### config.mk
export PLATFORM = sky130hd
export DESIGN_NAME = gates_tt_seq
export DESIGN_NICKNAME = d
export VERILOG_FILES = /design/src/rtl/gates_tt_seq_pkg.sv /design/src/rtl/gates2.sv /design/src/rtl/gates_tt_seq.sv
export SDC_FILE = /design/constraint.sdc
export NUM_CORES = 1
export LEC_CHECK = 0
export CORE_MARGIN = 1
export CORE_UTILIZATION = 45
export DETAILED_ROUTE_END_ITERATION = 12
export PLACE_DENSITY = 0.72
export SLEW_MARGIN = 20
export SYNTH_ARGS = -nofsm -noshare
export SYNTH_HDL_FRONTEND = slang
export SYNTH_SLANG_ARGS = --single-unit
export TNS_END_PERCENT = 10
### constraint.sdc
create_clock -name clk -period 2.29 [get_ports clk]
set_clock_uncertainty 0.15 [all_clocks]
set_input_delay 0.229 -clock clk [delete_from_list [all_inputs] [get_ports clk]]
set_output_delay 0.229 -clock clk [all_outputs]
set_load 0.01 [all_outputs]
### src/rtl/gates_tt_seq_pkg.sv
`default_nettype none
// +--------------------------------------------------------------------------+
// | gates_tt_seq_pkg                                                         |
// | Shared FSM encoding and golden truth table for the gate-bank sweeper.    |
// | Revision: 1.0                                                            |
// +--------------------------------------------------------------------------+
package gates_tt_seq_pkg;

    localparam int c_state_w = 2;

    localparam logic [c_state_w-1:0] c_st_idle   = 2'd0;
    localparam logic [c_state_w-1:0] c_st_drive  = 2'd1;
    localparam logic [c_state_w-1:0] c_st_sample = 2'd2;
    localparam logic [c_state_w-1:0] c_st_done   = 2'd3;

    // Slot i = {and,nand,or,nor,xor,xnor} for a=i[1], b=i[0].
    localparam logic [23:0] TT_GOLD = 24'hA5A695;

    localparam logic [3:0][5:0] EXP = TT_GOLD;

endpackage
`default_nettype wire

### src/rtl/gates2.sv
`default_nettype none
// +--------------------------------------------------------------------------+
// | gates2                                                                   |
// | Six-function 2-input gate bank: {and,nand,or,nor,xor,xnor}, MSB first.   |
// | Revision: 1.0                                                            |
// +--------------------------------------------------------------------------+
module gates2 (
    input  logic       i_a,
    input  logic       i_b,
    output logic [5:0] o_z
);

    assign o_z = {i_a & i_b, ~(i_a & i_b), i_a | i_b, ~(i_a | i_b), i_a ^ i_b, ~(i_a ^ i_b)};

endmodule
`default_nettype wire

### src/rtl/gates_tt_seq.sv
`default_nettype none
// +--------------------------------------------------------------------------+
// | gates_tt_seq                                                             |
// | Sweeps the gates2 bank over all four input vectors and checks results.   |
// | Revision: 1.0                                                            |
// +--------------------------------------------------------------------------+
module gates_tt_seq
    import gates_tt_seq_pkg::*;
#(
    parameter int DWELL = 4
) (
    input  logic        clk,
    input  logic        reset_n,
    input  logic        start,
    input  logic        abort,
    input  logic [5:0]  inv_mask,
    output logic        busy,
    output logic        done,
    output logic        pass,
    output logic [3:0]  err_vec,
    output logic [23:0] tt
);

    localparam int              c_cw       = $clog2(DWELL + 1);
    localparam logic [c_cw-1:0] c_cnt_load = c_cw'(DWELL - 1);

    logic [c_state_w-1:0] r_state;
    logic [c_state_w-1:0] w_state_next;
    logic [1:0]           r_idx;
    logic [1:0]           w_idx_inc;
    logic [c_cw-1:0]      r_cnt;
    logic                 r_a;
    logic                 r_b;
    logic                 r_pass;
    logic [3:0]           r_err;
    logic [23:0]          r_tt;
    logic [5:0]           w_z;
    logic [5:0]           w_cap;
    logic                 w_mis;
    logic                 w_accept;
    logic                 w_last;
    logic [3:0]           w_err_next;
    logic [23:0]          w_tt_next;

    gates2 u_gates2 (
        .i_a (r_a),
        .i_b (r_b),
        .o_z (w_z)
    );

    assign w_cap     = w_z ^ inv_mask;
    assign w_mis     = (w_cap != EXP[r_idx]);
    assign w_accept  = start && !abort;
    assign w_last    = (r_idx == 2'd3);
    assign w_idx_inc = r_idx + 2'd1;

    always_comb begin
        w_err_next        = r_err;
        w_err_next[r_idx] = w_mis;
        w_tt_next         = r_tt;
        for (int i = 0; i < 4; i++) begin
            if (r_idx == 2'(i)) begin
                w_tt_next[6*i +: 6] = w_cap;
            end
        end
    end

    always_ff @(posedge clk or negedge reset_n) begin
        if (!reset_n) begin
            r_state <= c_st_idle;
        end else begin
            r_state <= w_state_next;
        end
    end

    always_comb begin
        w_state_next = r_state;
        case (r_state)
            c_st_idle:   if (w_accept) w_state_next = c_st_drive;
            c_st_drive: begin
                if (abort)              w_state_next = c_st_idle;
                else if (r_cnt == '0)   w_state_next = c_st_sample;
            end
            c_st_sample: begin
                if (abort)              w_state_next = c_st_idle;
                else if (w_last)        w_state_next = c_st_done;
                else                    w_state_next = c_st_drive;
            end
            default:                    w_state_next = c_st_idle;
        endcase
    end

    always_comb begin
        busy = 1'b0;
        done = 1'b0;
        case (r_state)
            c_st_drive, c_st_sample: busy = 1'b1;
            c_st_done:               done = 1'b1;
            default: ;
        endcase
    end

    // pass is resolved on entry to DONE so it is valid alongside the done pulse.
    always_ff @(posedge clk or negedge reset_n) begin
        if (!reset_n) begin
            r_idx  <= 2'd0;
            r_cnt  <= '0;
            r_a    <= 1'b0;
            r_b    <= 1'b0;
            r_pass <= 1'b0;
            r_err  <= 4'd0;
            r_tt   <= 24'd0;
        end else begin
            case (r_state)
                c_st_idle: begin
                    if (w_accept) begin
                        r_idx <= 2'd0;
                        r_cnt <= c_cnt_load;
                        r_a   <= 1'b0;
                        r_b   <= 1'b0;
                        r_err <= 4'd0;
                        r_tt  <= 24'd0;
                    end
                end
                c_st_drive: begin
                    if (!abort && r_cnt != '0) begin
                        r_cnt <= r_cnt - c_cw'(1);
                    end
                end
                c_st_sample: begin
                    if (!abort) begin
                        r_err <= w_err_next;
                        r_tt  <= w_tt_next;
                        if (w_last) begin
                            r_pass <= (w_err_next == 4'd0);
                        end else begin
                            r_idx <= w_idx_inc;
                            r_cnt <= c_cnt_load;
                            r_a   <= w_idx_inc[1];
                            r_b   <= w_idx_inc[0];
                        end
                    end
                end
                default: ;
            endcase
        end
    end

    assign pass    = r_pass;
    assign err_vec = r_err;
    assign tt      = r_tt;

endmodule
`default_nettype wire
==> flow_summary_export.csv, run 1 <==
group,metric,value,unit
cts,clk_pin_slew_worst_paths,0.07,ns
flow_run,max_cap_check_violation_count,0,
cts,source_to_sink_clock_delay_at_the_later_pin_of_the_worst_skew_pair,0.29,ns
floorplanning,design.core.area,4030,µm²
critical_path,reg2reg_slack,0.06,ns
sta,worst-slew-pin-transition,0.455,ns
critical_path,critical_path.endpoint_type,"flip-flop",
placement,dpl_cell_area,2370,µm²
grt,via_count_of_the_first_global_routing_pass,1516,
run_status,outcome,"completed",
final_layout,sequential_cell_area,901,µm²
drt,antenna_left,0,
final_layout,post_route_cells_drive_above_1_share,23.2,%
sta,report.final.hold_viol_count,0,
drt,dr.first_iter.drc_count,97,
sta,drv_slew,0,
synthesis,synth_edf_count,0,
drt,vias,1429,
power_and_ir_drop,power_density,1260,nW/µm²
sta,fin_crit,2.23,ns
drt,route.final.wire_length,4.29,mm
drt,avgViaCountPerCell,5.48,
final_layout,final_common_cell,"clkdlybuf4s50_1",
grt,grt_max_degree,37,
placement,gp_routability_congestion,0.912,
drt,drcViolationCount,0,
synthesis,postSynth.topFlopCell,"dfrtp_1",
floorplanning,dieWidth,66.8,µm
synthesis,async_flop_share,100,%
synthesis,yosysWarnings,0,
sta,finalSetupViolations,0,
sta,min_period_over_period,97.2,%
grt,globalRouteTotalUtil,22.3,%
final_layout,nets,231,
cts,cts_tree,"yes",
placement,io_buffers,40,
cts,clockRootBuffer,"clkbuf_8",
grt,grt-ovfl-total,0,
sta,finalHoldWorstSlack,0.192,ns
drt,wl_per_instance,16.4,µm
sta,timing_limited_maximum_frequency,449,MHz
floorplanning,placementRows,23,
final_layout,layout.filler_cells,324,
synthesis,postSynthRegisterBits,36,
synthesis,postSynthCellCount,161,
sta,maxSlewHeadroom,69.7,%
power_and_ir_drop,vdd_drop_max,0.000725,V
synthesis,post_synth.cell_area_avg,11.7,µm²
floorplanning,die_height,66.8,µm
final_layout,multi_input_comb_area,925,µm²
placement,dpl.hpwl,3.13,mm
synthesis,post_synth_instance_area,1890,µm²
floorplanning,top_level_ports,41,
hold_path,hold_path_class,"in2async",
synthesis,synth_sequential_area_ratio,47.7,%
floorplanning,die_area,4460,µm²
grt,number_of_antenna_violations_at_the_first_check_in_global_routing,0,
final_layout,area_growth_syn_to_layout,32.1,%
critical_path,start_kind,"flip-flop",
cts,tritoncts.num_buffers,5,
power_and_ir_drop,cellLeakagePower,1.14,nW
synthesis,synth.net_count,182,
final_layout,antenna_diode_instance_count,0,
floorplanning,start_util,46.9,%
final_layout,layout_common_cells,"clkdlybuf4s50_1 (40), dfrtp_1 (36), mux2_2 (23)",
cts,cts_max_level,2,
sta,setup-tns-final,0,ns
critical_path,peak_fanout_along_the_critical_path,7,
grt,global_route_wire_length_before_repair,7.17,mm
cts,cts_sinks,36,
sta,grt_setup_unrepaired,"false",
critical_path,worstPathRequired,2.32,ns
cts,clk_path_buf_depth,2,
critical_path,setup.worst_path.class,"reg2reg",
final_layout,postLayoutCellArea,2500,µm²
critical_path,worst-endpoint-arrival,2.25,ns
drt,drt_pre_antenna_iters,4,
synthesis,synth_cell_types,41,
cts,cts_setup_buffers,0,
cell usage after synthesis, drive strengths merged, types with 3 or more instances:
cell | instances | share of area (%)
mux2 | 23 | 14
dfrtp | 36 | 48
nor2 | 4 | 0.79
nand2 | 8 | 1.6
buf | 3 | 1.3
o21ai | 5 | 1.3
nor2b | 6 | 2.0
nand4 | 3 | 0.99
ha | 11 | 7.3
a21oi | 4 | 2.3
inv | 13 | 2.6
xnor2 | 4 | 1.9
and2 | 6 | 2.1
a22o | 3 | 1.4
power by group:
| group | switching [mW] | internal (mW) | leakage [nW] |
|---|---|---|---|
| Sequential | 0.153 | 0.868 | 0.484 |
| Clock | 0.226 | 0.323 | 0.0552 |
| Combinational | 0.726 | 0.844 | 0.600 |
registers in the layout (all words and copies together) (netlist names):
name     flops
pass         1
r_idx        1
r_state      2
err_vec      4
tt          24
r_a          1
r_cnt        3
worst paths after layout:
kind	endpoint	depth (start not counted)	from
setup / recovery	tt[23]$_DFFE_PN0P_	6	r_state[1]$_DFFE_PN0P_
hold / removal	r_cnt[0]$_DFFE_PN0P_	2	reset_n
setup reg to reg	tt[23]$_DFFE_PN0P_	6	r_state[1]$_DFFE_PN0P_
hold reg to reg	tt[18]$_DFFE_PN0P_	1	tt[18]$_DFFE_PN0P_
max in group asynchronous	tt[4]$_DFFE_PN0P_	2	reset_n
min in group clk	tt[18]$_DFFE_PN0P_	1	tt[18]$_DFFE_PN0P_
routing by layer:
metal	track usage [%]	vias to the layer above	share of wire, %
met5	0	-	0
met4	12.2	0	2.6
met3	6.68	13	5.5
met2	34.0	50	47
met1	28.2	707	45
li1	-	659	-
cells by family after synthesis:
logic type	Yosys count	synth area share, %
simple gates	37	11.1
buf+inv	18	4.24
mux	25	14.8
flops	36	47.7
fa+ha+maj	11	7.28
xor+xnor	6	2.78
compound gates	28	12.2
stage by stage:
step / power [mW] / cells / util, % / setup WS [ns]
2_1_floorplan: 1.90 / 161 / - / 0.253
6_report: 3.14 / 261 / 62.0 / 0.0640
3_5_place_dp: 2.56 / 253 / 58.9 / 0.0144
3_3_place_gp: 2.52 / 253 / 58.9 / 0.0739
4_1_cts: 3.13 / 261 / 61.6 / 0.0186
5_1_grt: 3.36 / 261 / 62.0 / 0.00191
what timing repair did:
item                       4_1_cts  5_1_grt
hold buffers                     0        0
resized for setup                0        4
setup endpoints to repair        1       12
pin swaps                        1        1
worst max-delay path: stages (launching register included):
cell and delay (ns):
dfrtp_1 0.41, inv_1 0.13, ha_4 0.17, or2b_1 0.28, and2_2 0.26, a21oi_4 0.32, mux2_2 0.38
cell type report:
| type | instances | area share (%) |
|---|---|---|
| tap | 50 | 2.51 |
| clock buffer | 6 | 2.91 |
| multi-input combinational | 107 | 37.0 |
| sequential | 36 | 36.1 |
| timing repair buffer | 47 | 18.1 |
| clock inverter | 2 | 1.40 |
| inverter | 13 | 1.95 |
Power figures use the tool's default switching activity.
==> inputs of run 2 (changes only) <==
Settings changed: CAP_MARGIN from default to 20, CORE_UTILIZATION 45 to 50, PLACE_DENSITY 0.72 to 0.79.
==> flow_summary_export.csv, run 2 (synthesis results as in run 1) <==
group,metric,value,unit
sta,timing_limited_maximum_frequency,452,MHz
critical_path,number_of_cell_instances_on_the_worst_register_to_register_path,6,
floorplanning,start_util,54.5,%
final_layout,largest_reg_flops,24,
critical_path,peak_fanout_along_the_critical_path,7,
final_layout,postLayoutCellArea,2480,µm²
critical_path,worst_r2r_startpoint,"r_state[1]$_DFFE_PN0P_",
cts,cts_setup_buffers,0,
floorplanning,dieWidth,63.5,µm
sta,drv_slew,0,
final_layout,antenna_diode_instance_count,0,
cts,tritoncts.num_buffers,5,
drt,route.final.wire_length,4.24,mm
drt,antenna_left,0,
sta,setup-tns-final,0,ns
sta,worst-slew-pin-transition,0.454,ns
floorplanning,placementRows,21,
critical_path,worstPathRequired,2.32,ns
critical_path,critical_path.slowest_cell,"dfrtp_1",
placement,gp_routability_congestion,0.862,
critical_path,start_kind,"flip-flop",
power_and_ir_drop,cellLeakagePower,1.14,nW
final_layout,final_common_cell,"clkdlybuf4s50_1",
critical_path,end_of_the_worst_register_to_register_path,"tt[22]$_DFFE_PN0P_",
placement,io_buffers,40,
sta,report.final.hold_viol_count,0,
grt,via_count_of_the_first_global_routing_pass,1446,
cts,clockRootBuffer,"clkbuf_8",
critical_path,timing.critical_path.cells,"inv_1, ha_2, or2b_1, and2_2, a21oi_4, mux2_2",
cts,clk_path_buf_depth,2,
drt,drt_pre_antenna_iters,4,
final_layout,layout_common_cells,"clkdlybuf4s50_1 (40), dfrtp_1 (36), mux2_2 (23)",
critical_path,worst_path_largest_cell_delay,0.43,ns
cts,cts_sinks,36,
floorplanning,design.core.area,3470,µm²
drt,dr.first_iter.drc_count,113,
hold_path,hold_path_class,"in2async",
floorplanning,die_area,4030,µm²
placement,dpl_cell_area,2380,µm²
placement,dpl.hpwl,3.17,mm
sta,maxSlewHeadroom,69.8,%
grt,grt_max_degree,37,
final_layout,area_growth_syn_to_layout,31.0,%
run_status,outcome,"completed",
cts,cts_max_level,2,
sta,min_period_over_period,96.7,%
critical_path,critical_path.endpoint_type,"flip-flop",
grt,global_route_wire_length_before_repair,6.97,mm
grt,grt-ovfl-total,0,
sta,grt_setup_unrepaired,"false",
critical_path,reg2reg_slack,0.08,ns
cts,postCtsHoldBufs,0,
grt,globalRouteTotalUtil,22.8,%
power_and_ir_drop,power_density,1230,nW/µm²
cts,clk_pin_slew_worst_paths,0.08,ns
critical_path,worst-endpoint-arrival,2.24,ns
sta,finalSetupViolations,0,
drt,vias,1442,
drt,wl_per_instance,16.4,µm
cts,source_to_sink_clock_delay_at_the_later_pin_of_the_worst_skew_pair,0.29,ns
flow_run,max_cap_check_violation_count,0,
grt,number_of_antenna_violations_at_the_first_check_in_global_routing,0,
drt,avgViaCountPerCell,5.57,
floorplanning,top_level_ports,41,
final_layout,nets,233,
drt,drcViolationCount,0,
final_layout,post_route_cells_drive_above_1_share,23.5,%
critical_path,setup.worst_path.class,"reg2reg",
cts,cts_tree,"yes",
sta,fin_crit,2.21,ns
floorplanning,die_height,63.5,µm
power_and_ir_drop,vdd_drop_max,0.000776,V
-- run 2: cell count changes in the layout (fill, tap and decap cells not counted) --
cell | before | now
inv_2 | 1 | 0
clkinvlp_4 | 0 | 1
buf_4 | 7 | 9
ha_4 | 1 | 0
ha_2 | 0 | 1
clkbuf_1 | 1 | 0
or2_4 | 1 | 0
or2_1 | 0 | 1
bufinv_16 | 1 | 0
inv_1 | 12 | 13
inv_6 | 0 | 1
-- run 2: layout make-up --
cell class,count,area [µm²]
fill,253,991
multi-input combinational,107,912
sequential,36,901
timing repair buffer,49,468
clock buffer,5,68.8
tap,46,57.6
inverter,13,48.8
clock inverter,3,21.3
-- run 2: routing by layer --
| metal | track usage [%] | vias up | wire length (µm) |
|---|---|---|---|
| met5 | 0 | - | 0 |
| met4 | 6.82 | 0 | 52 |
| met3 | 6.88 | 5 | 286 |
| met2 | 38.0 | 59 | 2050 |
| met1 | 28.1 | 710 | 1850 |
| li1 | - | 668 | - |
-- run 2: stage by stage --
step           utilization [%]  power (mW)  hold slack (ns)  cells  worst slack, ns
6_report                  71.4        3.04            0.197    259           0.0756
5_1_grt                   71.4        3.22            0.236    259           0.0118
4_1_cts                   71.4        3.04            0.220    259           0.0527
3_5_place_dp              68.8        2.57            0.345    251           0.0702
3_3_place_gp              68.8        2.52            0.340    251            0.169
2_1_floorplan                -        1.90           -0.217    161            0.253
-- run 2: what timing repair did --
action	CTS	global route
gates resized for setup	0	1
endpoints found under the hold margin	0	0
endpoints found under the setup margin	0	6
-- run 2: how the worst max path moves through the flow --
stage                           start            endpoint
2_1_floorplan  r_state[0]$_DFFE_PN0P_  tt[18]$_DFFE_PN0P_
3_3_place_gp   r_state[0]$_DFFE_PN0P_  tt[21]$_DFFE_PN0P_
3_5_place_dp   r_state[0]$_DFFE_PN0P_  tt[22]$_DFFE_PN0P_
4_1_cts        r_state[0]$_DFFE_PN0P_  tt[22]$_DFFE_PN0P_
5_1_grt        r_state[0]$_DFFE_PN0P_  tt[22]$_DFFE_PN0P_
6_report       r_state[1]$_DFFE_PN0P_  tt[22]$_DFFE_PN0P_
-- run 2: worst max-delay path: cells and delay by family, from the launching register on --
kind,cells,cell delay [ns]
adders and majority gates,1,0.23
DFF,1,0.43
buffers and inverters,1,0.11
AOI/OAI and AO/OA,1,0.26
and+or+nand+nor,2,0.54
muxes,1,0.38
-- run 2: power breakdown --
group	switching, mW	internal (mW)	leakage [nW]
registers	0.158	0.868	0.484
clock network	0.245	0.216	0.0445
logic	0.716	0.835	0.608
total	1.12	1.92	1.14
